$ cat src/rtl/tiny_dnn_layer_seq_if.sv
// Accelerator-side bundle for the tiny_dnn layer sequencer.
// Carries the source/result stream handshakes the sequencer observes
// and the mode/flag/layer outputs it drives into the accelerator top.
//   master : the sequencer (observes handshakes, drives mode outputs)
//   slave  : the accelerator top (drives handshakes, consumes mode outputs)
//   src_valid, src_ready           : source-stream handshake
//   dst_valid, dst_ready, dst_last : result-stream handshake
//   wwrite, bwrite, run            : mode outputs, at most one high
//   backprop, enbias               : current layer flags
//   layer                          : current layer index
interface tiny_dnn_layer_seq_if #(
    parameter int unsigned LW = 2
);
    logic          src_valid;
    logic          src_ready;
    logic          dst_valid;
    logic          dst_ready;
    logic          dst_last;
    logic          wwrite;
    logic          bwrite;
    logic          run;
    logic          backprop;
    logic          enbias;
    logic [LW-1:0] layer;

    modport master (
        input  src_valid, src_ready, dst_valid, dst_ready, dst_last,
        output wwrite, bwrite, run, backprop, enbias, layer
    );

    modport slave (
        output src_valid, src_ready, dst_valid, dst_ready, dst_last,
        input  wwrite, bwrite, run, backprop, enbias, layer
    );
endinterface

$ cat src/rtl/tiny_dnn_layer_seq.sv
// Layer sequencer for the tiny_dnn accelerator.
// Holds an L_NUM-entry descriptor table {wcnt, bcnt, nbatch, backprop, enbias}
// and on start walks layers 0..nlayers-1, running weight load, bias load and
// the compute batch for each, with a one-cycle all-low GAP before every phase.
// Optional cycle counter enabled by defining TINY_DNN_LAYER_SEQ_PERF_EN.
// Ports:
//   clk, rst       : clock, synchronous active-high reset
//   cfg_*          : descriptor write port, accepted only while idle
//   nlayers        : number of layers to run, sampled on an accepted start
//   start, abort   : sequence control
//   acc            : accelerator bundle (handshakes in, mode/flags/layer out)
//   busy           : high in every non-idle state
//   done           : one-cycle pulse at sequence end (normal or aborted)
//   perf_cycles    : busy-cycle count (0 when the counter is not built)
module tiny_dnn_layer_seq #(
    parameter int unsigned L_NUM = 4,
    parameter int unsigned LW    = $clog2(L_NUM)
) (
    input  logic                        clk,
    input  logic                        rst,
    input  logic                        cfg_we,
    input  logic [LW-1:0]               cfg_addr,
    input  logic [11:0]                 cfg_wcnt,
    input  logic [7:0]                  cfg_bcnt,
    input  logic [7:0]                  cfg_nbatch,
    input  logic                        cfg_backprop,
    input  logic                        cfg_enbias,
    input  logic [LW:0]                 nlayers,
    input  logic                        start,
    input  logic                        abort,
    tiny_dnn_layer_seq_if.master        acc,
    output logic                        busy,
    output logic                        done,
    output logic [31:0]                 perf_cycles
);

    typedef struct packed {
        logic [11:0] wcnt;
        logic [7:0]  bcnt;
        logic [7:0]  nbatch;
        logic        backprop;
        logic        enbias;
    } desc_t;

    typedef enum logic [2:0] {
        StIdle,
        StGap,
        StWload,
        StBload,
        StRun,
        StNext,
        StFin
    } state_e;

    // Next phase the GAP state should consider for the current layer.
    typedef enum logic [1:0] {
        PhW,
        PhB,
        PhR
    } phase_e;

    desc_t         desc_mem [L_NUM];
    desc_t         cur_desc;
    desc_t         nxt_desc;

    state_e        state_q, state_d;
    phase_e        phase_q, phase_d;
    logic [LW-1:0] layer_q, layer_d;
    logic [LW:0]   nlay_q, nlay_d;
    logic [11:0]   beat_cnt_q, beat_cnt_d;
    logic [7:0]    smp_cnt_q, smp_cnt_d;

    logic          wwrite_q, bwrite_q, run_q;
    logic          backprop_q, enbias_q;
    logic          busy_q, done_q;
    logic          flags_d_valid;

    logic          beat;
    logic          smp_end;

    assign beat    = acc.src_valid & acc.src_ready;
    assign smp_end = acc.dst_valid & acc.dst_ready & acc.dst_last;

    // Descriptor table: no reset, contents only change while idle.
    always_ff @(posedge clk) begin
        if (cfg_we && (state_q == StIdle)) begin
            desc_mem[cfg_addr] <= '{
                wcnt:     cfg_wcnt,
                bcnt:     cfg_bcnt,
                nbatch:   cfg_nbatch,
                backprop: cfg_backprop,
                enbias:   cfg_enbias
            };
        end
    end

    assign cur_desc = desc_mem[layer_q];

    always_comb begin
        state_d    = state_q;
        phase_d    = phase_q;
        layer_d    = layer_q;
        nlay_d     = nlay_q;
        beat_cnt_d = beat_cnt_q;
        smp_cnt_d  = smp_cnt_q;

        unique case (state_q)
            StIdle: begin
                if (start) begin
                    if (nlayers == '0) begin
                        state_d = StFin;
                    end else begin
                        nlay_d  = nlayers;
                        layer_d = '0;
                        phase_d = PhW;
                        state_d = StGap;
                    end
                end
            end
            StGap: begin
                // Counters are cleared here so every phase starts from zero.
                beat_cnt_d = '0;
                smp_cnt_d  = '0;
                if ((phase_q == PhW) && (cur_desc.wcnt != '0)) begin
                    state_d = StWload;
                end else if ((phase_q != PhR) && (cur_desc.bcnt != '0)) begin
                    state_d = StBload;
                end else if (cur_desc.nbatch != '0) begin
                    state_d = StRun;
                end else begin
                    state_d = StNext;
                end
            end
            StWload: begin
                if (beat) begin
                    if (beat_cnt_q == (cur_desc.wcnt - 12'd1)) begin
                        phase_d = PhB;
                        state_d = StGap;
                    end else begin
                        beat_cnt_d = beat_cnt_q + 12'd1;
                    end
                end
            end
            StBload: begin
                if (beat) begin
                    if (beat_cnt_q == ({4'd0, cur_desc.bcnt} - 12'd1)) begin
                        phase_d = PhR;
                        state_d = StGap;
                    end else begin
                        beat_cnt_d = beat_cnt_q + 12'd1;
                    end
                end
            end
            StRun: begin
                if (smp_end) begin
                    if (smp_cnt_q == (cur_desc.nbatch - 8'd1)) begin
                        state_d = StNext;
                    end else begin
                        smp_cnt_d = smp_cnt_q + 8'd1;
                    end
                end
            end
            StNext: begin
                // The last layer index is kept on the way to FIN so layer never
                // wraps past the table when nlayers == L_NUM.
                if (({1'b0, layer_q} + (LW+1)'(1)) == nlay_q) begin
                    state_d = StFin;
                end else begin
                    layer_d = layer_q + LW'(1);
                    phase_d = PhW;
                    state_d = StGap;
                end
            end
            StFin: begin
                state_d = StIdle;
            end
            default: begin
                state_d = StIdle;
            end
        endcase

        // Abort overrides any terminal beat taken above.
        if (abort && (state_q != StIdle) && (state_q != StFin)) begin
            state_d = StFin;
        end
    end

    // Flags follow the descriptor of the layer being entered, 0 outside a layer.
    assign nxt_desc      = desc_mem[layer_d];
    assign flags_d_valid = (state_d == StGap) || (state_d == StWload) ||
                           (state_d == StBload) || (state_d == StRun) ||
                           (state_d == StNext);

    always_ff @(posedge clk) begin
        if (rst) begin
            state_q    <= StIdle;
            phase_q    <= PhW;
            layer_q    <= '0;
            nlay_q     <= '0;
            beat_cnt_q <= '0;
            smp_cnt_q  <= '0;
            wwrite_q   <= 1'b0;
            bwrite_q   <= 1'b0;
            run_q      <= 1'b0;
            backprop_q <= 1'b0;
            enbias_q   <= 1'b0;
            busy_q     <= 1'b0;
            done_q     <= 1'b0;
        end else begin
            state_q    <= state_d;
            phase_q    <= phase_d;
            layer_q    <= layer_d;
            nlay_q     <= nlay_d;
            beat_cnt_q <= beat_cnt_d;
            smp_cnt_q  <= smp_cnt_d;
            wwrite_q   <= (state_d == StWload);
            bwrite_q   <= (state_d == StBload);
            run_q      <= (state_d == StRun);
            backprop_q <= flags_d_valid & nxt_desc.backprop;
            enbias_q   <= flags_d_valid & nxt_desc.enbias;
            busy_q     <= (state_d != StIdle);
            done_q     <= (state_d == StFin);
        end
    end

    assign acc.wwrite   = wwrite_q;
    assign acc.bwrite   = bwrite_q;
    assign acc.run      = run_q;
    assign acc.backprop = backprop_q;
    assign acc.enbias   = enbias_q;
    assign acc.layer    = layer_q;
    assign busy         = busy_q;
    assign done         = done_q;

`ifdef TINY_DNN_LAYER_SEQ_PERF_EN
    logic        start_acc;
    logic [31:0] perf_q;

    assign start_acc = (state_q == StIdle) && start;

    always_ff @(posedge clk) begin
        if (rst) begin
            perf_q <= '0;
        end else if (start_acc) begin
            perf_q <= '0;
        end else if (busy_q && (perf_q != 32'hFFFF_FFFF)) begin
            perf_q <= perf_q + 32'd1;
        end
    end

    assign perf_cycles = perf_q;
`else
    assign perf_cycles = '0;
`endif

endmodule
$ cat src/flat_wrapper.sv
// flat-port wrapper written by rule: the top's interface ports become plain ports
module tiny_dnn_layer_seq_flat 
#(
    parameter int unsigned L_NUM = 4,
    parameter int unsigned LW    = $clog2(L_NUM)
)
  (clk, rst, cfg_we, cfg_addr, cfg_wcnt, cfg_bcnt, cfg_nbatch, cfg_backprop, cfg_enbias, nlayers, start, abort, busy, done, perf_cycles, acc_src_valid, acc_src_ready, acc_dst_valid, acc_dst_ready, acc_dst_last, acc_wwrite, acc_bwrite, acc_run, acc_backprop, acc_enbias, acc_layer);
  tiny_dnn_layer_seq_if #(.LW(LW)) acc_i ();
  input  logic clk;
  input  logic rst;
  input  logic cfg_we;
  input  logic [LW-1:0] cfg_addr;
  input  logic [11:0] cfg_wcnt;
  input  logic [7:0] cfg_bcnt;
  input  logic [7:0] cfg_nbatch;
  input  logic cfg_backprop;
  input  logic cfg_enbias;
  input  logic [LW:0] nlayers;
  input  logic start;
  input  logic abort;
  output logic busy;
  output logic done;
  output logic [31:0] perf_cycles;
  input wire logic [$bits(acc_i.src_valid)-1:0] acc_src_valid;
  input wire logic [$bits(acc_i.src_ready)-1:0] acc_src_ready;
  input wire logic [$bits(acc_i.dst_valid)-1:0] acc_dst_valid;
  input wire logic [$bits(acc_i.dst_ready)-1:0] acc_dst_ready;
  input wire logic [$bits(acc_i.dst_last)-1:0] acc_dst_last;
  output wire logic [$bits(acc_i.wwrite)-1:0] acc_wwrite;
  output wire logic [$bits(acc_i.bwrite)-1:0] acc_bwrite;
  output wire logic [$bits(acc_i.run)-1:0] acc_run;
  output wire logic [$bits(acc_i.backprop)-1:0] acc_backprop;
  output wire logic [$bits(acc_i.enbias)-1:0] acc_enbias;
  output wire logic [$bits(acc_i.layer)-1:0] acc_layer;
  assign acc_i.src_valid = acc_src_valid;
  assign acc_i.src_ready = acc_src_ready;
  assign acc_i.dst_valid = acc_dst_valid;
  assign acc_i.dst_ready = acc_dst_ready;
  assign acc_i.dst_last = acc_dst_last;
  assign acc_wwrite = acc_i.wwrite;
  assign acc_bwrite = acc_i.bwrite;
  assign acc_run = acc_i.run;
  assign acc_backprop = acc_i.backprop;
  assign acc_enbias = acc_i.enbias;
  assign acc_layer = acc_i.layer;
  tiny_dnn_layer_seq #(.L_NUM(L_NUM), .LW(LW)) u_core (.clk(clk), .rst(rst), .cfg_we(cfg_we), .cfg_addr(cfg_addr), .cfg_wcnt(cfg_wcnt), .cfg_bcnt(cfg_bcnt), .cfg_nbatch(cfg_nbatch), .cfg_backprop(cfg_backprop), .cfg_enbias(cfg_enbias), .nlayers(nlayers), .start(start), .abort(abort), .acc(acc_i), .busy(busy), .done(done), .perf_cycles(perf_cycles));
endmodule
$ cat config.mk
export PLATFORM = sky130hd
export DESIGN_NAME = tiny_dnn_layer_seq_flat
export DESIGN_NICKNAME = d
export VERILOG_FILES = /design/src/rtl/tiny_dnn_layer_seq_if.sv /design/src/rtl/tiny_dnn_layer_seq.sv /design/src/flat_wrapper.sv
export SDC_FILE = /design/constraint.sdc
export NUM_CORES = 1
export LEC_CHECK = 0
export BUFFER_PORTS_ARGS = -buffer_cell sky130_fd_sc_hd__clkbuf_2
export CORE_MARGIN = 3
export CORE_UTILIZATION = 53
export DETAILED_ROUTE_END_ITERATION = 10
export PLACE_DENSITY = 0.76
export SKIP_CTS_REPAIR_TIMING = 1
export SKIP_LAST_GASP = 1
export SLEW_MARGIN = 10
export SYNTH_ARGS = -nofsm -noshare
export SYNTH_HDL_FRONTEND = slang
export SYNTH_SLANG_ARGS = --single-unit
export TNS_END_PERCENT = 30
$ cat constraint.sdc
create_clock -name clk -period 4.15 [get_ports clk]
set_clock_uncertainty 0.15 [all_clocks]
set_input_delay 0.6225 -clock clk [delete_from_list [all_inputs] [get_ports clk]]
set_output_delay 0.6225 -clock clk [all_outputs]
set_load 0.01 [all_outputs]
# Yosys cells after proc, flatten, opt, wreduce, memory -nomap -nowiden
# Memories as Yosys holds them, arrays and structs flattened. A register that Yosys moved wholly into a read port is not among the register bits.
# Cells that the tools add are included.
dict set report word_totals {
  ff_bits 37
  ramBits 120
  word_cells 116
  n_memories 1
  output_inout_bits 41
  input_bits 45
}
# memory words word_bits read_ports rd_ports_with_merged_regs write_ports line_no
set mem_list {}
lappend mem_list {u_core.desc_mem 4 30 2 1 1 tiny_dnn_layer_seq.sv:62} ;# desc_t desc_mem [L_NUM];
dict set report op_classes {
  add_sub_neg 7
  n_reduce_logical 24
  n_bitwise 6
  mux 37
  n_eq_ne 28
}
# operator n
set ops {}
lappend ops {{$mux W12} 4}
lappend ops {{$mux W3} 12}
lappend ops {{$pmux W12 S3} 1}
lappend ops {{$eq A12 B12 Y1} 2}
lappend ops {{$mux W2} 11}
lappend ops {{$pmux W3 S6} 1}
lappend ops {{$mux W8} 2}
lappend ops {{$pmux W8 S2} 1}
lappend ops {{$reduce_bool A8 Y1} 2}
lappend ops {{$eq A3 B3 Y1 const B} 5}
lappend ops {{$ne A2 B2 Y1 const B} 7}
lappend ops {{$add A12 B1 Y12 const B} 1}
lappend ops {{$eq A3 B2 Y1 const B} 4}
lappend ops {{$reduce_bool A12 Y1} 1}
lappend ops {{$sub A12 B1 Y12 const B} 1}
lappend ops {{$ne A2 B1 Y1 const B} 5}
lappend ops {{$reduce_bool A3 Y1} 3}
lappend ops {{$sub A8 B1 Y9 const B} 1}
lappend ops {{$add A8 B1 Y8 const B} 1}
lappend ops {{$eq A8 B8 Y1} 1}
lappend ops {{$pmux W2 S4} 1}
lappend ops {{$reduce_and A8 Y1} 1}
lappend ops {{$sub A8 B1 Y8 const B} 1}
lappend ops {{$eq A3 B1 Y1 const B} 2}
lappend ops {{16 further kinds} 31}

# Depth between registers and ports, before layout
# Gate-level depths: netlist (run 1).
dict set report depth {
  word_depth 12
  mapped_depth 17
  ltp_nobuf 12
}

# Least setup slack after synthesis (run 1)
# No wires, ideal clock.
dict set report synth_timing {
  kind {register to register}
  start {register u_core.acc.layer[1] (netlist name)}
  end {register u_core.beat_cnt_q[10]}
  required_ps 3929
  path_buffers 3
  stages_incl_launch_ff 16
  arrival_ps 3960
  setup_ps 71
  synth_period_minus_slack_ps 4181
  setup_slack_ps -31
  cell_sequence {dfxtp_1 buf_2 buf_1 buf_1 mux4_2 inv_1 ha_1 nand2_1 or3_1 a21o_1 a21oi_1 o31ai_1 a311oi_1 a211oi_4 or4_1 a21oi_1}
}
# element line_no
set synth_lines {}
lappend synth_lines {{end signal, assigned} tiny_dnn_layer_seq.sv:214} ;# beat_cnt_q <= beat_cnt_d;
lappend synth_lines {{end, declared} tiny_dnn_layer_seq.sv:70} ;# logic [11:0] beat_cnt_q, beat_cnt_d;

# Worst setup path after layout (run 1)
dict set report layout_timing {
  start {register u_core.layer_q[0] (netlist: u_core.acc.layer[0])}
  end {register u_core.enbias_q (netlist: u_core.acc.enbias)}
}
dict set report layout_between {
  elab_chain_cells 11
  word_cells_on_any_way 21
  cone_classes {add/sub (2); eq/ne (6); mux (7); bitwise (1); reduce/logical (4); memory (1)}
}
# element line_no
set layout_rtl {}
lappend layout_rtl {{start, declared} tiny_dnn_layer_seq.sv:68} ;# logic [LW-1:0] layer_q, layer_d;
lappend layout_rtl {{start signal, assigned} tiny_dnn_layer_seq.sv:212} ;# layer_q <= layer_d;
lappend layout_rtl {{$add A2 B1 Y3} tiny_dnn_layer_seq.sv:166} ;# if (({1'b0, layer_q} + (LW+1)'(1)) == nlay_q) begin
lappend layout_rtl {{$eq A3 B3 Y1} tiny_dnn_layer_seq.sv:166}
lappend layout_rtl {{$mux W3} tiny_dnn_layer_seq.sv:166}
lappend layout_rtl {{$pmux W3 S6} tiny_dnn_layer_seq.sv:107} ;# unique case (state_q)
lappend layout_rtl {{$mux W3} tiny_dnn_layer_seq.sv:183} ;# if (abort && (state_q != StIdle) && (state_q != StFin)) begin
lappend layout_rtl {{$eq A3 B1 Y1 or $eq A3 B2 Y1 (tied branches)} tiny_dnn_layer_seq.sv:190} ;# assign flags_d_valid = (state_d == StGap) || (state_d == StWload) ||
lappend layout_rtl {{$logic_or A1 B1 Y1 (2 in series)} tiny_dnn_layer_seq.sv:190}
lappend layout_rtl {{$logic_or A1 B1 Y1 (2 in series)} tiny_dnn_layer_seq.sv:191} ;# (state_d == StBload) || (state_d == StRun) ||
lappend layout_rtl {{$and A1 B1 Y1 *} tiny_dnn_layer_seq.sv:220} ;# enbias_q <= flags_d_valid & nxt_desc.enbias;
lappend layout_rtl {{end signal, assigned} tiny_dnn_layer_seq.sv:220}
lappend layout_rtl {{end, declared} tiny_dnn_layer_seq.sv:74} ;# logic backprop_q, enbias_q;
# Mark *: on every way between the ends. The rest lies on a longest branch, timed or not.
# A chain may end at the register's enable or synchronous reset.

==> reports/metrics.csv, run 1 <==
metric,value,unit
layout cells sized above 1,0.247,
largest family of logic cells by synthesized area,simple AND/OR/NAND/NOR gates,
number of synthesized flops with an enable pin,120,
Starting Density,0.553,
vias in the first global route,4541,
mean area per synthesized cell,13.2,um2
Final min period,3.90,ns
mux contribution to synthesized area,0.103,
Post-Synth Simple-Gate Area,0.126,
CTS buffer count,17,
complex-gate fraction of the synthesized area,0.0689,
PortBufs,53,
post-placement setup slack,0.100,ns
MaxCap Viol Count,0,
clock tree buffer depth,2,
initial antenna violation count,0,
leakage dissipation,3.00,nW
Final Hold Vio Count,0,
first-pass GRT wire length,23500,um
Routed WL,14700,um
adder-cell share of the synthesized area,0.0117,
crit path DAT,4.09,ns
#FFs+latches synth,157,
antenna cells,0,
fillers,954,
status,"complete, no violations",
worst slew pin tran,0.961,ns
Pre-antenna DRT Iters,4,
Seq. cell area,4350,um2
Die Wd,125,um
die area,15600,um2
final count of negative-setup-slack endpoints,0,
CP max FO,13,
crit path launch,u_core.acc.layer[0]$_SDFF_PP0_,
later-pin clock latency in the skew report,0.43,ns
CP Data Required Time,4.34,ns
Mapped Cells,570,
async set-or-reset flop fraction in the synthesized netlist,0,
P per Cell Area,506,nW/um2
"Seq/Total Area, Yosys",0.579,
DR WL/cell,17.9,um
Post-Layout Inst Area,8510,um2
final antenna-violating net count,0,
Critical R2R Launch,u_core.acc.layer[0]$_SDFF_PP0_,
xor/xnor share of the synthesized area,0.0537,
Power Total,4.31,mW
Worst setup SP type,flop,
Worst-path clk slew,0.06,ns
floorplan row count,42,
Yosys cell types,61,
CP Class,reg -> reg,
Min-Delay Path Class,in -> reg,
Via density,5.74,
pin count of the biggest net entering global routing,31,
via count,4710,
core area,13600,um2
DRC Markers,0,
DP Area,7880,um2
routability cong.,0.881,
post-DP HPWL,10100,um
Area Overhead vs Synth,13.5,%
Max-slew headroom,0.353,
hold wc startpoint,cfg_nbatch[3],
DR iter-0 viols,340,
top_reg_cell synth,edfxtp_1,
nets,684,
grt ovf,0,
Fin Setup TNS,0,ns
CTS tree,yes,
Die Ht,125,um
multi-input combinational cell area,2880,um2
clk root buf,clkbuf_16,
Util after Layout,0.628,
H-tree Lvls,4,
VDD IR max,0.352,mV
period utilization,0.939,
total clock sinks,157,
Top Ports,86,
global-route usage over all layers,0.192,
final worst slack,0.252,ns
Max Fclk,257,MHz
Pins Over Slew Limit,0,
Post-Synthesis Cell Area,7500,um2
warning count from the yosys run,0,
RSZ-0062 raised after global routing,no,
crit end category,flop,
layout by cell type (no fill, tap or decap), types with 10 or more instances in the layout:
master	Yosys	routed
dfxtp_1	37	36
o21ai_0	14	14
nor3_1	18	17
nand2_1	23	23
clkbuf_2	0	53
inv_1	15	15
nor2_1	34	34
xor2_1	20	20
and3_1	10	10
edfxtp_1	120	120
conb_1	1	32
clkbuf_16	0	17
xnor2_1	26	26
mux2i_1	11	11
mux4_2	26	26
a21oi_1	10	10
or3_1	11	11
nand3_1	16	16
nor2b_1	11	11
buf_4	32	14
layer usage:
metal | global-route usage | wire length, um | share of wire
met5 | 0 | 0 | 0
met4 | 0.0848 | 250 | 0.017
met3 | 0.0392 | 825 | 0.056
met2 | 0.291 | 6920 | 0.47
met1 | 0.272 | 6700 | 0.46
metrics by stage:
stage | hold slack, ns | std cells
floorplan | 0.318 | 601
global placement | 0.340 | 789
detailed placement | 0.343 | 789
CTS | 0.242 | 821
global route | 0.258 | 821
finish | 0.261 | 821
sequential cells by signal (all words and copies together) (netlist names), 2 cells and up:
name,count
u_core.phase_q,2
u_core.state_q,3
u_core.smp_cnt_q,8
u_core.beat_cnt_q,12
u_core.nlay_q,3
u_core.desc_mem,120
u_core.acc.layer,2
logic make-up after synthesis:
group                      after synthesis
AOI/OAI and AO/OA                       70
xor gates and xnor gates                46
adders and majority gates                7
buffers and inverters                   71
DFF                                    157
muxes                                   44
other                                    1
and+or+nand+nor                        174
worst paths after layout:
kind / to / depth (start not counted) / slack [ns]
setup / recovery: u_core.acc.enbias$_SDFF_PP0_ / 9 / 0.25
hold / removal: u_core.desc_mem[0][5]$_DFFE_PP_ / 1 / 0.26
setup reg to reg: u_core.acc.enbias$_SDFF_PP0_ / 9 / 0.25
hold reg to reg: u_core.phase_q[1]$_SDFFE_PP0P_ / 2 / 0.35
worst max-delay path: stages (launching register included):
cell and delay, ns:
dfxtp_4 0.49, mux4_2 0.58, or4_1 0.55, or4_4 0.50
o22a_1 0.24, a311oi_2 0.28, o211ai_2 0.23, o211a_1 0.33
a31o_1 0.25, nor3_1 0.20
synthesized netlist by cell type, drive strengths merged, types with 3 or more instances:
library cell  number  area share
mux2               7       0.011
nor2              34       0.017
a211oi             5      0.0067
a31oi              3      0.0025
o21ai             24       0.020
ha                 7       0.012
or3               11      0.0092
clkbuf            12      0.0060
a21oi             16       0.014
mux4              26       0.078
nand3             16       0.011
dfxtp             37       0.099
edfxtp           120        0.48
and2               3      0.0025
nand2b             9      0.0075
nand2             23       0.012
buf               44       0.043
nor3              18       0.012
nor2b             11      0.0092
nor4               5      0.0042
nor3b              7      0.0070
nand4b             4      0.0047
xnor2             26       0.030
nand4              8      0.0067
mux2i             11       0.015
and3              10      0.0083
o31ai              4      0.0040
xor2              20       0.023
or2                4      0.0033
inv               15      0.0075
or4                5      0.0055
final cells by class:
class	count	area share
Clock buffer	17	0.0500
Clock inverter	15	0.0226
Inverter	15	0.00661
Multi-Input combinational cell	373	0.338
Sequential cell	157	0.511
Tap cell	176	0.0259
Timing Repair Buffer	68	0.0458
power breakdown:
| group | internal, mW | switching [mW] |
|---|---|---|
| sequential | 1.85 | 0.0959 |
| combinational | 0.299 | 0.447 |
| clock | 1.00 | 0.613 |
Note: power is estimated with default switching activity, not from simulation.
==> run 2: changes to the inputs <==
--- a/config.mk
+++ b/config.mk
@@ -5,6 +5,7 @@
 export SDC_FILE = /design/constraint.sdc
 export NUM_CORES = 1
 export LEC_CHECK = 0
+export ABC_AREA = 1
 export BUFFER_PORTS_ARGS = -buffer_cell sky130_fd_sc_hd__clkbuf_2
 export CORE_MARGIN = 3
 export CORE_UTILIZATION = 53
==> run 2 against run 1 <==
  * Synthesized cell count rose by 61%
  * Critical path type unchanged
  * Non-clock buffer count decreased by 7
  * Sequential share of layout area is 2.3 points lower
==> reports/metrics.csv, run 2 <==
metric,value,unit,change
final count of negative-setup-slack endpoints,0,,unchanged
DR WL/cell,15.1,um,was 17.9 um
DRC Markers,0,,unchanged
Final Hold Vio Count,0,,unchanged
Synth area leader,edfxtp_1,,unchanged
status,"complete, no violations",,unchanged
CTS tree,yes,,unchanged
slowest CP cell,buf_4,,was mux4_2
Fin Setup TNS,0,ns,unchanged
global-route usage over all layers,0.224,,was 0.192
H-tree Lvls,4,,unchanged
post-placement setup slack,0.887,ns,was 0.100 ns
initial antenna violation count,0,,unchanged
Pre-antenna DRT Iters,5,,was 4
DR iter-0 viols,516,,was 340
Max Fclk,302,MHz,was 257 MHz
Yosys cell types,39,,was 61
post-DP HPWL,11900,um,was 10100 um
final antenna-violating net count,0,,unchanged
worst path cell trace,buf_4 > nand2_1 > nand3_1 > nand2_1 > ha_1 > xor2_1 > o21ai_0 > nor2_1 > nand3_1 > nor2_1 > nand2_1 > nor2_1 > nand3_1 > nand3_2 > inv_2 > nand2_1 > xor2_1 > nor2_1,,was mux4_2 > or4_1 > or4_4 > o22a_1 > a311oi_2 > o211ai_2 > o211a_1 > a31o_1 > nor3_1
Top Ports,86,,unchanged
Reg2Reg Depth,18,,was 9
routability cong.,0.916,,was 0.881
Routed WL,17700,um,was 14700 um
via count,6273,,was 4710
Worst setup SP type,flop,,unchanged
period utilization,0.797,,was 0.939
die area,16700,um2,was 15600 um2
Hold Path Depth,1,,unchanged
VDD IR max,0.313,mV,was 0.352 mV
Via density,5.36,,was 5.74
mean area per synthesized cell,8.76,um2,was 13.2 um2
Regs by FF count,"u_core.desc_mem x120, u_core.beat_cnt_q x12, u_core.smp_cnt_q x8",,unchanged
most common cell in the netlist,nand2_1,,was edfxtp_1
final worst slack,0.842,ns,was 0.252 ns
CP Class,reg -> reg,,unchanged
Post-Synthesis Cell Area,8020,um2,was 7500 um2
clk root buf,clkbuf_16,,unchanged
Pins Over Slew Limit,0,,unchanged
"commonest non-fill, non-tap cell in the layout",nand2_1,,was edfxtp_1
"commonest cells after routing, fill and taps aside","nand2_1, edfxtp_1, nand3_1",,"was edfxtp_1, clkbuf_2, dfxtp_1"
Die Ht,129,um,was 125 um
cell family with most CP delay,simple AND/OR/NAND/NOR gates,,was compound AO/OA/AOI/OAI gates
P per Cell Area,483,nW/um2,was 506 nW/um2
Final min period,3.31,ns,was 3.90 ns
first-pass GRT wire length,29000,um,was 23500 um
Die Wd,129,um,was 125 um
vias in the first global route,5927,,was 4541
async set-or-reset flop fraction in the synthesized netlist,0,,unchanged
Mapped Cells,916,,was 570
#FFs+latches synth,157,,unchanged
"Seq/Total Area, Yosys",0.541,,was 0.579
nets,1025,,was 684
Critical R2R Launch,u_core.acc.layer[0]$_SDFF_PP0_,,unchanged
later-pin clock latency in the skew report,0.43,ns,about the same
hold wc startpoint,cfg_wcnt[5],,was cfg_nbatch[3]
core area,14700,um2,was 13600 um2
synth top area cells,"edfxtp_1, nand2_1, dfxtp_1, nand3_1, buf_4",,"was edfxtp_1, dfxtp_1, mux4_2, buf_4, xnor2_1"
Critical R2R Capture,u_core.beat_cnt_q[5]$_SDFFE_PP0P_,,was u_core.acc.enbias$_SDFF_PP0_
RSZ-0062 raised after global routing,no,,unchanged
fillers,1252,,was 954
R2R Setup Slk,0.84,ns,was 0.25 ns
CTS buffer count,17,,unchanged
PortBufs,53,,unchanged
largest reg by FF count,u_core.desc_mem,,unchanged
crit end category,flop,,unchanged
Starting Density,0.546,,was 0.553
Post-synth top cells,"nand2_1, edfxtp_1, nand3_1",,"was edfxtp_1, dfxtp_1, nor2_1"
worst slew pin tran,0.725,ns,was 0.961 ns
number of synthesized flops with an enable pin,120,,unchanged
max FFs per register,120,,unchanged
crit path DAT,3.45,ns,was 4.09 ns
CP Data Required Time,4.29,ns,was 4.34 ns
Power Total,4.31,mW,about the same
CP max FO,61,,was 13
Yosys top cell area share,0.449,,was 0.480
leakage dissipation,3.65,nW,was 3.00 nW
antenna cells,0,,unchanged
Min-Delay Path Class,in -> reg,,unchanged
warning count from the yosys run,0,,unchanged
floorplan row count,44,,was 42
Worst Path Buf+Inv,2,,was 0
Worst-path clk slew,0.06,ns,about the same
Max-slew headroom,0.516,,was 0.353
Hold Path Sink,u_core.desc_mem[0][23]$_DFFE_PP_,,was u_core.desc_mem[0][5]$_DFFE_PP_
layout cells sized above 1,0.146,,was 0.247
top_reg_cell synth,edfxtp_1,,unchanged
MaxCap Viol Count,0,,unchanged
worst stage delay on the critical path,0.51,ns,was 0.58 ns
pin count of the biggest net entering global routing,62,,was 31
clock tree buffer depth,2,,unchanged
grt ovf,0,,unchanged
Area Overhead vs Synth,11.1,%,was 13.5%
total clock sinks,157,,unchanged
-- run 2: cell types whose count changed after synthesis, sizes merged, moves of 8 or more --
cell	before	now
clkbuf	12	4
mux2i	11	0
nand2	23	314
nor2b	11	0
mux4	26	0
nand2b	9	0
nor2	34	82
xnor2	26	3
and3	10	0
inv	15	73
nand3	16	116
or3	11	0
-- run 2: worst max-delay path by stage --
stage | startpoint | endpoint | cells past startpoint
3_5_place_dp | u_core.acc.layer[0]$_SDFF_PP0_ | u_core.beat_cnt_q[5]$_SDFFE_PP0P_ | 18
6_report | u_core.acc.layer[0]$_SDFF_PP0_ | u_core.beat_cnt_q[5]$_SDFFE_PP0P_ | 18
3_3_place_gp | u_core.acc.layer[0]$_SDFF_PP0_ | u_core.beat_cnt_q[5]$_SDFFE_PP0P_ | 18
5_1_grt | u_core.acc.layer[0]$_SDFF_PP0_ | u_core.beat_cnt_q[5]$_SDFFE_PP0P_ | 18
4_1_cts | u_core.acc.layer[0]$_SDFF_PP0_ | u_core.beat_cnt_q[5]$_SDFFE_PP0P_ | 18
2_1_floorplan | u_core.state_q[0]$_SDFF_PP0_ | u_core.desc_mem[0][0]$_DFFE_PP_ | 5
-- run 2: through the flow --
step | hold slack [ns] | cells | cell area [um2] | util
2_1_floorplan | 0.299 | 947 | 8140 | -
3_3_place_gp | 0.319 | 1138 | 8320 | 0.566
3_5_place_dp | 0.322 | 1138 | 8320 | 0.566
4_1_cts | 0.258 | 1170 | 8920 | 0.607
5_1_grt | 0.254 | 1170 | 8920 | 0.607
6_report | 0.258 | 1170 | 8920 | 0.607
-- run 2: cells by family after synthesis --
family                     Yosys count  synth area share
and+or+nand+nor                    552             0.304
DFF                                157             0.541
buffers and inverters              128            0.0839
AOI/OAI and AO/OA                   50            0.0349
xor gates and xnor gates            21            0.0246
adders and majority gates            7            0.0109
other                                1          0.000467
-- run 2: routing by layer --
metal / vias up / track usage / share of wire
met5: - / 0 / 0
met4: 0 / 0.0760 / 0.020
met3: 26 / 0.0556 / 0.082
met2: 274 / 0.361 / 0.46
met1: 2876 / 0.298 / 0.44
li1: 3097 / - / -
-- run 2: area by class of cell --
cell class                      instances  area [um2]  share of cell area
Clock buffer                           18         429              0.0481
Clock inverter                         14         165              0.0185
Inverter                               74         278              0.0312
Multi-Input combinational cell        662        3140               0.353
Sequential cell                       157        4350               0.487
Tap cell                              184         230              0.0258
Timing Repair Buffer                   61         325              0.0365
-- run 2: power by group --
part           internal (mW)  switching, mW  total [mW]
Combinational          0.254          0.573       0.828
Sequential              1.85         0.0655        1.92
Clock                  0.945          0.620        1.56
Total                   3.05           1.26        4.31
==> run 3: changes to the inputs <==
--- a/config.mk
+++ b/config.mk
@@ -5,12 +5,12 @@
 export SDC_FILE = /design/constraint.sdc
 export NUM_CORES = 1
 export LEC_CHECK = 0
-export ABC_AREA = 1
+export ABC_AREA = 0
 export BUFFER_PORTS_ARGS = -buffer_cell sky130_fd_sc_hd__clkbuf_2
 export CORE_MARGIN = 3
-export CORE_UTILIZATION = 53
+export CORE_UTILIZATION = 59
 export DETAILED_ROUTE_END_ITERATION = 10
-export PLACE_DENSITY = 0.76
+export PLACE_DENSITY = 0.8
 export SKIP_CTS_REPAIR_TIMING = 1
 export SKIP_LAST_GASP = 1
 export SLEW_MARGIN = 10
==> constraint.sdc (replaced) <==
create_clock -name clk -period 3.3 [get_ports clk]
set_clock_uncertainty 0.15 [all_clocks]
set_input_delay 0.495 -clock clk [delete_from_list [all_inputs] [get_ports clk]]
set_output_delay 0.495 -clock clk [all_outputs]
set_load 0.01 [all_outputs]
==> run 3 against run 2 <==
  * The flow now finishes with violations (setup timing)
  * Register-to-register slack lost 1.3 ns
  * Largest cell class unchanged
  * Clock power grew 28%
  * Largest power group unchanged
  * Total power grew 28%
  * Final area is 0.18% higher
  * Count of clock-buffer cells in the layout shrank 1
  * Critical endpoint is now u_core.acc.backprop$_SDFF_PP0_
  * Maximum frequency decreased by 11%
  * Wire length decreased by 11%
==> reports/metrics.csv, run 3 (same netlist as run 1, synthesis figures left out) <==
metric,value,unit,change
MaxCap Viol Count,0,,unchanged
Fin Setup TNS,-9.19,ns,was 0 ns
core area,12200,um2,was 14700 um2
slowest CP cell,or4_4,,was buf_4
CP max FO,5,,was 61
P_sw,1.56,mW,was 1.26 mW
failing checks,setup timing,,
post-DP HPWL,10200,um,was 11900 um
largest reg by FF count,u_core.desc_mem,,unchanged
pin count of the biggest net entering global routing,31,,was 62
final worst slack,-0.416,ns,was 0.842 ns
via count,4961,,was 6273
clock tree buffer depth,2,,unchanged
CTS tree,yes,,unchanged
CP Data Required Time,3.46,ns,was 4.29 ns
CP Class,reg -> reg,,unchanged
die area,14100,um2,was 16700 um2
worst path cell trace,buf_12 > mux4_2 > or4_4 > or4_4 > o22a_1 > a311oi_2 > o211ai_2 > buf_4 > a221oi_4 > a31o_1 > nor3_1,,was buf_4 > nand2_1 > nand3_1 > nand2_1 > ha_1 > xor2_1 > o21ai_0 > nor2_1 > nand3_1 > nor2_1 > nand2_1 > nor2_1 > nand3_1 > nand3_2 > inv_2 > nand2_1 > xor2_1 > nor2_1
final antenna-violating net count,0,,unchanged
Post-Layout Inst Area,8930,um2,was 8920 um2
vias in the first global route,5009,,was 5927
Regs by FF count,"u_core.desc_mem x120, u_core.beat_cnt_q x12, u_core.smp_cnt_q x8",,unchanged
Critical R2R Capture,u_core.acc.backprop$_SDFF_PP0_,,was u_core.beat_cnt_q[5]$_SDFFE_PP0P_
first-pass GRT wire length,25400,um,was 29000 um
period utilization,1.13,,was 0.797
Routed WL,15800,um,was 17700 um
Max Fclk,269,MHz,was 302 MHz
post-placement setup slack,-0.444,ns,was 0.887 ns
antenna cells,0,,unchanged
internal power,3.96,mW,was 3.05 mW
Reg2Reg Depth,11,,was 18
Starting Density,0.614,,was 0.546
Placed Cells,824,,was 1138
DP Area,8220,um2,was 8320 um2
Die Wd,119,um,was 129 um
hold wc startpoint,cfg_wcnt[6],,was cfg_wcnt[5]
leakage dissipation,3.25,nW,was 3.65 nW
Util after Layout,0.731,,was 0.607
Worst-path clk slew,0.07,ns,was 0.06 ns
final count of negative-setup-slack endpoints,31,,was 0
DR WL/cell,18.3,um,was 15.1 um
Max-slew headroom,0.324,,was 0.516
Critical R2R Launch,u_core.acc.layer[0]$_SDFF_PP0_,,unchanged
crit end category,flop,,unchanged
nets,732,,was 1025
max FFs per register,120,,unchanged
Final min period,3.72,ns,was 3.31 ns
initial antenna violation count,0,,unchanged
Worst path most repeated cell,or4_4,,
Hold Path Sink,u_core.desc_mem[0][24]$_DFFE_PP_,,was u_core.desc_mem[0][23]$_DFFE_PP_
R2R Setup Slk,-0.42,ns,was 0.84 ns
global-route usage over all layers,0.235,,was 0.224
later-pin clock latency in the skew report,0.43,ns,about the same
Pins Over Slew Limit,0,,unchanged
crit path launch,u_core.acc.layer[0]$_SDFF_PP0_,,unchanged
"commonest non-fill, non-tap cell in the layout",edfxtp_1,,was nand2_1
combinational share of power,0.199,,was 0.192
Top Ports,86,,unchanged
DR iter-0 viols,349,,was 516
clk root buf,clkbuf_16,,unchanged
layout cells sized above 1,0.317,,was 0.146
worst stage delay on the critical path,0.55,ns,was 0.51 ns
Sw Ratio,0.283,,was 0.292
Final Hold Vio Count,0,,unchanged
CTS buffer count,17,,unchanged
RSZ-0062 raised after global routing,yes,,was no
sequential power share,0.441,,was 0.445
worst slew pin tran,1.00,ns,was 0.725 ns
Hold Path Depth,1,,unchanged
Pre-antenna DRT Iters,7,,was 5
Clock power frac,0.360,,was 0.363
H-tree Lvls,4,,unchanged
Die Ht,119,um,was 129 um
floorplan row count,40,,was 44
DRC Markers,0,,unchanged
"commonest cells after routing, fill and taps aside","edfxtp_1, buf_4, clkbuf_2",,"was nand2_1, edfxtp_1, nand3_1"
PortBufs,53,,unchanged
routability cong.,0.863,,was 0.916
P per Cell Area,618,nW/um2,was 483 nW/um2
status,"complete, but fails checks",,"was complete, no violations"
Worst setup SP type,flop,,unchanged
VDD IR max,0.511,mV,was 0.313 mV
Via density,5.76,,was 5.36
total clock sinks,157,,unchanged
Area Overhead vs Synth,19.1,%,was 11.1%
grt ovf,0,,unchanged
non-filler instance count after layout,861,,was 1170
crit path DAT,3.88,ns,was 3.45 ns
Min-Delay Path Class,in -> reg,,unchanged
[run 3: cell type report]
cell class,count,area (um2)
clock buffers,17,425
clock inverters,15,179
fillers,747,3280
inverters,15,56.3
multi-input cells,373,2930
flip-flops and latches,157,4350
well taps,168,210
repair buffers,116,785
[run 3: power groups by stage]
stage          clock network (mW)  logic, mW  registers (mW)
4_1_cts                      2.01       1.05            2.43
3_3_place_gp                    0       1.01            2.46
3_5_place_dp                    0       1.03            2.47
5_1_grt                      2.09       1.21            2.45
2_1_floorplan                   0      0.744            2.44
6_report                     1.99       1.10            2.43
[run 3: per-layer routing]
| layer | vias up | track usage | wire length (um) |
|---|---|---|---|
| li1 | 2311 | - | - |
| met1 | 2413 | 0.301 | 6630 |
| met2 | 208 | 0.384 | 7820 |
| met3 | 29 | 0.0699 | 1020 |
| met4 | 0 | 0.0811 | 310 |
| met5 | - | 0 | 0 |
[run 3: worst max-delay path by stage]
stage	cells past startpoint	to	slack, ns
3_5_place_dp	14	u_core.beat_cnt_q[10]$_SDFFE_PP0P_	-0.44
5_1_grt	14	u_core.beat_cnt_q[10]$_SDFFE_PP0P_	-0.56
4_1_cts	14	u_core.beat_cnt_q[10]$_SDFFE_PP0P_	-0.47
6_report	11	u_core.acc.backprop$_SDFF_PP0_	-0.42
2_1_floorplan	5	u_core.desc_mem[1][0]$_DFFE_PP_	-0.52
3_3_place_gp	13	u_core.beat_cnt_q[10]$_SDFFE_PP0P_	-0.32
[run 3: worst max-delay path: cells and delay by family, from the launching register on]
kind | cells | cell delay, ns
compound gates | 5 | 1.20
flops | 1 | 0.37
mux | 1 | 0.51
simple gates | 3 | 1.05
buf+inv | 2 | 0.31
[run 3: metrics by stage]
stage / total power [mW] / hold WS (ns)
CTS: 5.49 / 0.117
detailed placement: 3.50 / 0.343
finish: 5.52 / 0.126
floorplan: 3.19 / 0.318
global route: 5.76 / 0.121
global placement: 3.47 / 0.335
